--- src/rtl/if_fetch_pkg.sv ---
// Shared types and constants for the instruction-fetch stage.
package if_fetch_pkg;

  localparam int          XLEN_C      = 32;
  localparam logic [31:0] NOP_INSTR_C = 32'h00000013;

  typedef enum logic [1:0] {
    IDLE = 2'd0,
    REQ  = 2'd1,
    WAIT = 2'd2
  } fetch_state_t;

  typedef struct packed {
    logic              valid;
    logic              fault;
    logic [31:0]       instr;
    logic [XLEN_C-1:0] pc;
    logic [XLEN_C-1:0] pc_plus4;
  } if_id_entry_t;

  // Build a valid IF/ID entry; pc_plus4 wraps naturally modulo 2^XLEN.
  function automatic if_id_entry_t make_entry(input logic              fault,
                                              input logic [31:0]       instr,
                                              input logic [XLEN_C-1:0] pc);
    if_id_entry_t e;
    e.valid    = 1'b1;
    e.fault    = fault;
    e.instr    = instr;
    e.pc       = pc;
    e.pc_plus4 = pc + {{(XLEN_C-3){1'b0}}, 3'd4};
    return e;
  endfunction

endpackage

--- src/rtl/fetch_skid_buf.sv ---
// One-entry holding register for an IF/ID entry that arrives while decode
// is stalled. Flush empties it; push has priority over pop (they never
// coincide in the fetch unit).
module fetch_skid_buf
  import if_fetch_pkg::*;
(
  input  logic         clk,
  input  logic         reset,
  input  logic         flush,
  input  logic         push,
  input  logic         pop,
  input  if_id_entry_t din,
  output logic         full,
  output if_id_entry_t dout
);

  logic         full_q;
  if_id_entry_t data_q;

  // Occupancy and stored entry.
  always_ff @(posedge clk) begin
    if (reset) begin
      full_q <= 1'b0;
      data_q <= '0;
    end else if (flush) begin
      full_q <= 1'b0;
      data_q <= data_q;
    end else if (push) begin
      full_q <= 1'b1;
      data_q <= din;
    end else if (pop) begin
      full_q <= 1'b0;
      data_q <= data_q;
    end else begin
      full_q <= full_q;
      data_q <= data_q;
    end
  end

  assign full = full_q;
  assign dout = data_q;

endmodule

--- src/rtl/if_fetch_unit.sv ---
// Instruction-fetch stage: issues one request at a time to instruction
// memory, tracks the outstanding fetch, and fills the IF/ID register with
// a one-entry skid buffer behind it.
// Optional build macro: FETCH_MISALIGN_EN (misaligned PC produces a fault
// entry instead of a memory request).
module if_fetch_unit
  import if_fetch_pkg::*;
#(
  parameter int          XLEN      = XLEN_C,
  parameter logic [31:0] NOP_INSTR = NOP_INSTR_C
) (
  input  logic            clk,
  input  logic            reset,
  input  logic [XLEN-1:0] pc,
  input  logic            redirect,
  input  logic            stall_d,
  output logic            pc_en,
  output logic            imem_req_valid,
  input  logic            imem_req_ready,
  output logic [XLEN-1:0] imem_req_addr,
  input  logic            imem_rsp_valid,
  input  logic [31:0]     imem_rsp_data,
  output logic            if_id_valid,
  output logic [31:0]     if_id_instr,
  output logic [XLEN-1:0] if_id_pc,
  output logic [XLEN-1:0] if_id_pc_plus4,
  output logic            if_id_fault
);

  localparam logic [1:0] ST_IDLE = IDLE;
  localparam logic [1:0] ST_REQ  = REQ;
  localparam logic [1:0] ST_WAIT = WAIT;

  logic [1:0]      state, state_nxt;
  logic            drop, drop_nxt;
  logic [XLEN-1:0] pend_pc;
  if_id_entry_t    if_id_q, if_id_nxt, new_entry, skid_dout;
  logic            skid_full, skid_push, skid_pop;
  logic            misalign, fire, rsp_take, fault_take, new_valid, if_id_load;

`ifdef FETCH_MISALIGN_EN
  assign misalign = (pc[1:0] != 2'b00);
`else
  assign misalign = 1'b0;
`endif

  // Request side: no request while the skid holds an entry, so a response
  // can never collide with a skid drain.
  assign imem_req_valid = !reset && (state == ST_REQ) && !skid_full && !misalign;
  assign imem_req_addr  = pc;
  assign fire           = imem_req_valid && imem_req_ready && !redirect;
  assign pc_en          = !reset && (redirect || fire);

  // A response is used only if no flush killed it while in flight.
  assign rsp_take   = (state == ST_WAIT) && imem_rsp_valid && !drop && !redirect;
  assign fault_take = (state == ST_REQ) && misalign && !skid_full && !redirect;
  assign new_valid  = rsp_take || fault_take;
  assign if_id_load = !if_id_q.valid || !stall_d;
  assign skid_push  = !redirect && !if_id_load && new_valid;
  assign skid_pop   = !redirect && if_id_load && skid_full;

  // Select the candidate entry: memory data or a misaligned-fetch fault.
  always_comb begin
    if (rsp_take) begin
      new_entry = make_entry(1'b0, imem_rsp_data, pend_pc);
    end else begin
      new_entry = make_entry(1'b1, NOP_INSTR, pc);
    end
  end

  // Next-state and drop-flag logic; a redirect while waiting poisons the
  // in-flight response unless it returns in the same cycle.
  always_comb begin
    state_nxt = state;
    drop_nxt  = drop;
    case (state)
      ST_IDLE: state_nxt = ST_REQ;
      ST_REQ: begin
        if (fire) begin
          state_nxt = ST_WAIT;
        end else begin
          state_nxt = ST_REQ;
        end
      end
      ST_WAIT: begin
        if (imem_rsp_valid) begin
          state_nxt = ST_REQ;
          drop_nxt  = 1'b0;
        end else if (redirect) begin
          drop_nxt  = 1'b1;
        end else begin
          drop_nxt  = drop;
        end
      end
      default: begin
        state_nxt = ST_IDLE;
        drop_nxt  = 1'b0;
      end
    endcase
  end

  // IF/ID next value: redirect flushes, stall holds, skid drains before new data.
  always_comb begin
    if_id_nxt = if_id_q;
    if (redirect) begin
      if_id_nxt.valid = 1'b0;
      if_id_nxt.fault = 1'b0;
      if_id_nxt.instr = NOP_INSTR;
    end else if (if_id_load) begin
      if (skid_full) begin
        if_id_nxt = skid_dout;
      end else if (new_valid) begin
        if_id_nxt = new_entry;
      end else begin
        if_id_nxt.valid = 1'b0;
        if_id_nxt.fault = 1'b0;
      end
    end else begin
      if_id_nxt = if_id_q;
    end
  end

  // FSM, drop flag and pending-PC registers.
  always_ff @(posedge clk) begin
    if (reset) begin
      state   <= ST_IDLE;
      drop    <= 1'b0;
      pend_pc <= '0;
    end else begin
      state <= state_nxt;
      drop  <= drop_nxt;
      if (fire) begin
        pend_pc <= pc;
      end else begin
        pend_pc <= pend_pc;
      end
    end
  end

  // IF/ID pipeline register.
  always_ff @(posedge clk) begin
    if (reset) begin
      if_id_q          <= '0;
      if_id_q.instr    <= NOP_INSTR;
    end else begin
      if_id_q <= if_id_nxt;
    end
  end

  fetch_skid_buf u_skid (
    .clk   (clk),
    .reset (reset),
    .flush (redirect),
    .push  (skid_push),
    .pop   (skid_pop),
    .din   (new_entry),
    .full  (skid_full),
    .dout  (skid_dout)
  );

  assign if_id_valid    = if_id_q.valid;
  assign if_id_instr    = if_id_q.instr;
  assign if_id_pc       = if_id_q.pc;
  assign if_id_pc_plus4 = if_id_q.pc_plus4;
  assign if_id_fault    = if_id_q.fault;

endmodule
--- config.mk ---
export PLATFORM = sky130hd
export DESIGN_NAME = if_fetch_unit
export DESIGN_NICKNAME = d
export VERILOG_FILES = /design/src/rtl/if_fetch_pkg.sv /design/src/rtl/fetch_skid_buf.sv /design/src/rtl/if_fetch_unit.sv
export SDC_FILE = /design/constraint.sdc
export NUM_CORES = 1
export LEC_CHECK = 0
export ABC_CLOCK_PERIOD_IN_PS = 7600
export BUFFER_PORTS_ARGS = -buffer_cell sky130_fd_sc_hd__buf_4
export CAP_MARGIN = 30
export CORE_MARGIN = 5
export CORE_UTILIZATION = 51
export DETAILED_ROUTE_END_ITERATION = 8
export PLACE_DENSITY = 0.78
export SLEW_MARGIN = 20
export SYNTH_ARGS = -nofsm -noshare
export SYNTH_HDL_FRONTEND = slang
export SYNTH_SLANG_ARGS = --single-unit
--- constraint.sdc ---
create_clock -name clk -period 7.6 [get_ports clk]
set_input_delay 1.14 -clock clk [delete_from_list [all_inputs] [get_ports clk]]
set_output_delay 1.14 -clock clk [all_outputs]
set_load 0.05 [all_outputs]
=== Yosys cells after proc, flatten, opt, wreduce, memory -nomap -nowiden ===
Index checks and enable logic that the tools add are counted.

* Flip-flop bits (word level): 232
* Input port bits: 70

* Bitwise gates (word level): 2
* Equality and inequality tests: 4
* Add/sub/neg operators: 2
* Reduce and logical (&&, ||, !) cells: 30
* Mux-type cells: 12

{| class="wikitable"
|+ Operators with widths
! operator !! number
|-
| $mux W98 || 1
|-
| $mux W97 || 1
|-
| $mux W96 || 1
|-
| $add A32 B3 Y32 const B || 2
|-
| $logic_and A1 B1 Y1 || 12
|-
| $logic_not A1 Y1 || 7
|-
| $mux W2 || 3
|-
| $pmux W2 S3 || 1
|-
| $reduce_and A2 Y1 || 3
|-
| $mux W1 || 4
|-
| $reduce_bool A2 Y1 || 2
|-
| $reduce_or A2 Y1 || 2
|-
| $ne A3 B3 Y1 const B || 1
|-
| $reduce_and A3 Y1 || 1
|-
| $eq A2 B1 Y1 const B || 1
|-
| $eq A2 B2 Y1 const B || 1
|-
| $logic_not A2 Y1 || 1
|-
| $logic_or A1 B1 Y1 || 2
|-
| $ne A2 B2 Y1 const B || 1
|-
| $not A1 Y1 || 2
|-
| $pmux W1 S2 || 1
|}

=== Longest topological paths before layout ===
* Word-level depth: 7
* Mapped depth: 16
* Gate-level depth less buffers: 11

=== Hierarchy ===
Synthesis repeated with hierarchy kept, for this count alone.

* Cell total of the unflattened synthesis: 1472
* Area, all modules: 12346.8 sq um

{| class="wikitable"
|+ Modules (own cells, without submodules)
! module !! area each (sq um) !! cells an instance !! sequential area each (sq um) !! times used
|-
| if_fetch_unit || 7770.0 || 1020 || 2662.6 || 1
|-
| fetch_skid_buf || 4576.9 || 452 || 1981.9 || 1
|}

=== Worst setup path after synthesis ===
No wires, ideal clock.

* Kind: input-to-output
* Start: input port reset
* End: output port pc_en
* Cell stages on the path: 4
* Buffers on the path: 1
* Setup slack: 2.511 ns
* Arrival time: 3.949 ns
* Cell sequence: clkbuf_1 nor4_1 nand2_1 a21oi_1

* Cells in the longest elaborated chain, start to end: 7

{| class="wikitable"
|+ RTL lines
! element !! RTL line !! text
|-
| start: declaration || if_fetch_unit.sv:13 || <nowiki>input logic reset,</nowiki>
|-
| $logic_not A1 Y1 || if_fetch_unit.sv:49 || <nowiki>assign imem_req_valid = !reset && (state == ST_REQ) && !skid_full && !misalign;</nowiki>
|-
| $logic_and A1 B1 Y1 (2 in a row) || if_fetch_unit.sv:49 ||
|-
| via imem_req_valid || if_fetch_unit.sv:18 || <nowiki>output logic imem_req_valid,</nowiki>
|-
| $logic_and A1 B1 Y1 (2 in a row) || if_fetch_unit.sv:51 || <nowiki>assign fire = imem_req_valid && imem_req_ready && !redirect;</nowiki>
|-
| $logic_or A1 B1 Y1 || if_fetch_unit.sv:52 || <nowiki>assign pc_en = !reset && (redirect || fire);</nowiki>
|-
| $logic_and A1 B1 Y1 || if_fetch_unit.sv:52 ||
|-
| end: declaration || if_fetch_unit.sv:17 || <nowiki>output logic pc_en,</nowiki>
|}

The timed path passes the listed nets, and every way through them passes these cells.

=== Worst setup path in the final report ===
* Start: input port redirect
* End: register u_skid.data_q (netlist bit u_skid.dout[26])

* Cells in the longest elaborated chain, start to end: 4
* Elaborated cells on any way between the ends: 7
* Those cells by class: 1 x mux; 1 x bitwise; 5 x reduce/logical

{| class="wikitable"
|+ RTL lines
! element !! RTL line !! text
|-
| start: declaration || if_fetch_unit.sv:15 || <nowiki>input logic redirect,</nowiki>
|-
| $logic_not A1 Y1 || if_fetch_unit.sv:55, if_fetch_unit.sv:59 ||
|-
| $logic_and A1 B1 Y1 (on tied branches) || if_fetch_unit.sv:59, if_fetch_unit.sv:55 ||
|-
| $logic_and A1 B1 Y1 || if_fetch_unit.sv:59 || <nowiki>assign skid_push = !redirect && !if_id_load && new_valid;</nowiki>
|-
| $reduce_and A2 Y1 (no source line) || n/a ||
|-
| end signal: assignment || fetch_skid_buf.sv:30 || <nowiki>data_q <= din;</nowiki>
|-
| end signal: assignment || fetch_skid_buf.sv:33 || <nowiki>data_q <= data_q;</nowiki>
|-
| end signal: assignment || fetch_skid_buf.sv:36 || <nowiki>data_q <= data_q;</nowiki>
|-
| end: declaration || fetch_skid_buf.sv:18 || <nowiki>if_id_entry_t data_q;</nowiki>
|}

Parallel ways exist; a longest one is shown, timed or not.
A chain may end at the register's enable or synchronous reset.

==> impl_metrics.json <==
{
  "cts_buffers": 24,
  "whs_path_depth": 2,
  "p_leak_nw": 4.84,
  "power_mw": 2.52,
  "area_growth_pct": 20.2,
  "final_cell_mix": "nand2_1 (266), dfxtp_1 (227), buf_4 (215)",
  "first_pass_iters": 5,
  "cts_max_level": 1,
  "cts_num_sinks": 228,
  "clkTransAtPathRegs_ns": 0.06,
  "via_count": 9833,
  "cp_cell_sequence": "buf_4 -> inv_1 -> nand2_2 -> mux2_2 -> ha_1 -> and4_1 -> a32oi_1 -> nor3_1 -> xor2_1 -> o22ai_1",
  "grt_setup_unrepaired": "no",
  "final.setup_skew_ns": 0.0130,
  "path_max_fanout": 20,
  "postPlaceCellArea_um2": 11600,
  "ys_seq_area_share_pct": 44.2,
  "drc": 0,
  "power.density_nw_per_um2": 203,
  "design_area_um2": 12400,
  "core_um2": 20100,
  "fmax_mhz": 248,
  "ys_warn_count": 0,
  "cts_setup_buffers": 0,
  "antenna_found_initial": 0,
  "start_kind": "primary input",
  "crit_cells": 10,
  "grt_max_degree": 91,
  "io_pins": 202,
  "diodes": 0,
  "synth.top_cell.area_share_pct": 44.2,
  "synth_area_leaders": "dfxtp_1 (44%), nand2_1 (9.7%), a21oi_1 (8.3%)",
  "grt_pass1_wl_mm": 48.4,
  "slowest_stage": "a32oi_1",
  "syn-num-nets": 1362,
  "finalMaxSlewViolations": 0,
  "worst_pin_slew_ns": 1.00,
  "grt_pass1_vias": 9269,
  "avgSynthCellArea_um2": 7.99,
  "crit_arrival_ns": 4.47,
  "fill_cells": 1749,
  "layout_commonest_cell": "nand2_1",
  "cts_tree": "built",
  "ys_async_sr_fraction_pct": 0,
  "place_congestion": 0.896,
  "clk_latency_ns": 0.52,
  "ant_nets": 0,
  "grt.total_usage_pct": 24.6,
  "min_period_over_period_pct": 53.1,
  "cp_slowest_stage_delay_ns": 0.67,
  "setup_tns_ns": 0,
  "via_per_inst": 5.84,
  "rows": 52,
  "end_kind": "flop",
  "grt.overflow.total": 0,
  "peakVddDrop_mv": 0.174,
  "worstPathRequired_ns": 8.03,
  "cap_violations": 0,
  "synth_cells": 1291,
  "fp.dieH_um": 152,
  "drtIter0Drc": 920,
  "ys_types": 55,
  "multi_input_area_um2": 5050,
  "routedWlPerCell_um": 18.0,
  "max_slew_margin_pct": 32.9,
  "path_class": "primary input to flop",
  "initial_core_util_pct": 51.3,
  "min_period_ns": 4.03,
  "cts_resized": 0,
  "drive_gt1_share_pct": 18.7,
  "regArea_um2": 4570,
  "hold_buffers": 0,
  "setup_viol": 0,
  "synth_top_cell_by_area": "dfxtp_1",
  "die-area_um2": 23200,
  "wl_mm": 30.4,
  "synth_top_flop_cell": "dfxtp_1",
  "fin_hold_ws_ns": 0.451,
  "synth-edff-count": 0,
  "yosys_register_bits": 228,
  "portBuffers": 201,
  "hold_class": "flop to flop",
  "ff2ff_path_depth": 9,
  "hpwl_mm": 19.8,
  "cpLargestDelayFamily": "simple AND/OR/NAND/NOR gates",
  "outcome": "complete, no violations",
  "die_w_um": 152,
  "syn-cell-area_um2": 10300,
  "cts_buffer_depth": 3,
  "final_net_count": 1469,
  "path_buf_inv": 2,
  "clock-root-buffer": "clkbuf_16",
  "hold_viol": 0
}
## state kept, by name (all words and copies together) (netlist names)
| register | flops |
|---|---|
| drop | 1 |
| u_skid.dout | 96 |
| if_id_fault | 1 |
| u_skid.full | 1 |
| if_id_instr | 32 |
| if_id_valid | 1 |
| state | 2 |
| pend_pc | 32 |
| if_id_pc | 32 |
| if_id_pc_plus4 | 30 |
## cell type report
| class | instances | area share [%] |
|---|---|---|
| Multi-Input combinational cell | 915 | 40.7 |
| Inverter | 12 | 0.363 |
| Clock inverter | 5 | 0.323 |
| Clock buffer | 37 | 5.64 |
| Tap cell | 270 | 2.72 |
| Sequential cell | 228 | 36.8 |
| Timing Repair Buffer | 217 | 13.4 |
## cell usage after synthesis (all sizes together), types with 14 or more instances
master	count
clkbuf	74
o22ai	26
nor2	104
dfxtp	228
buf	62
o21ai	39
a211oi	52
xor2	17
a2bb2oi	15
nor3	19
o211ai	33
and2	19
a21oi	173
nand4	14
mux2i	53
nand2	268
## worst reg2reg max path, delay by kind of cell, from the launching register on
kind | cells | cell delay (ns)
DFF | 1 | 0.41
AOI/OAI and AO/OA | 2 | 0.83
muxes | 1 | 0.41
adders and majority gates | 1 | 0.33
and+or+nand+nor | 4 | 1.46
xor gates and xnor gates | 1 | 0.20
## power breakdown
part | internal, mW | switching (mW) | leakage (nW) | total [mW]
Sequential | 1.20 | 0.00593 | 1.84 | 1.21
Combinational | 0.0660 | 0.141 | 2.64 | 0.207
Clock | 0.633 | 0.472 | 0.364 | 1.10
Total | 1.90 | 0.619 | 4.84 | 2.52
## routing by layer
| metal | vias up | track usage (%) | part of all wire [%] |
|---|---|---|---|
| li1 | 4702 | - | - |
| met1 | 4637 | 32.5 | 43 |
| met2 | 432 | 40.6 | 47 |
| met3 | 62 | 4.49 | 7.5 |
| met4 | 0 | 8.65 | 2.7 |
| met5 | - | 0 | 0 |
## path summary, 6_finish.rpt
check	startpoint	to	slack [ns]
worst max-delay path	redirect	u_skid.dout[26]	3.57
worst min-delay path	if_id_pc[25]	if_id_pc[25]	0.45
worst min register to register	if_id_pc[25]	if_id_pc[25]	0.45
worst max register to register	state[1]	u_skid.dout[26]	3.87
## kinds of logic after synthesis
family,after synthesis,share of synthesized area (%)
xor+xnor,23,1.95
simple gates,467,19.3
fa+ha+maj,1,0.121
buf+inv,148,7.03
mux,54,5.25
compound gates,370,22.1
flops,228,44.2
## stage by stage
| step | worst slack (ns) | util [%] | cells |
|---|---|---|---|
| 6_report | 3.57 | 61.7 | 1684 |
| 5_1_grt | 3.37 | 61.7 | 1684 |
| 4_1_cts | 3.68 | 61.6 | 1683 |
| 3_5_place_dp | 3.17 | 57.9 | 1641 |
| 3_3_place_gp | 3.25 | 57.8 | 1640 |
| 2_1_floorplan | 2.51 | - | 1291 |
Note: power is estimated with default switching activity, not from simulation.
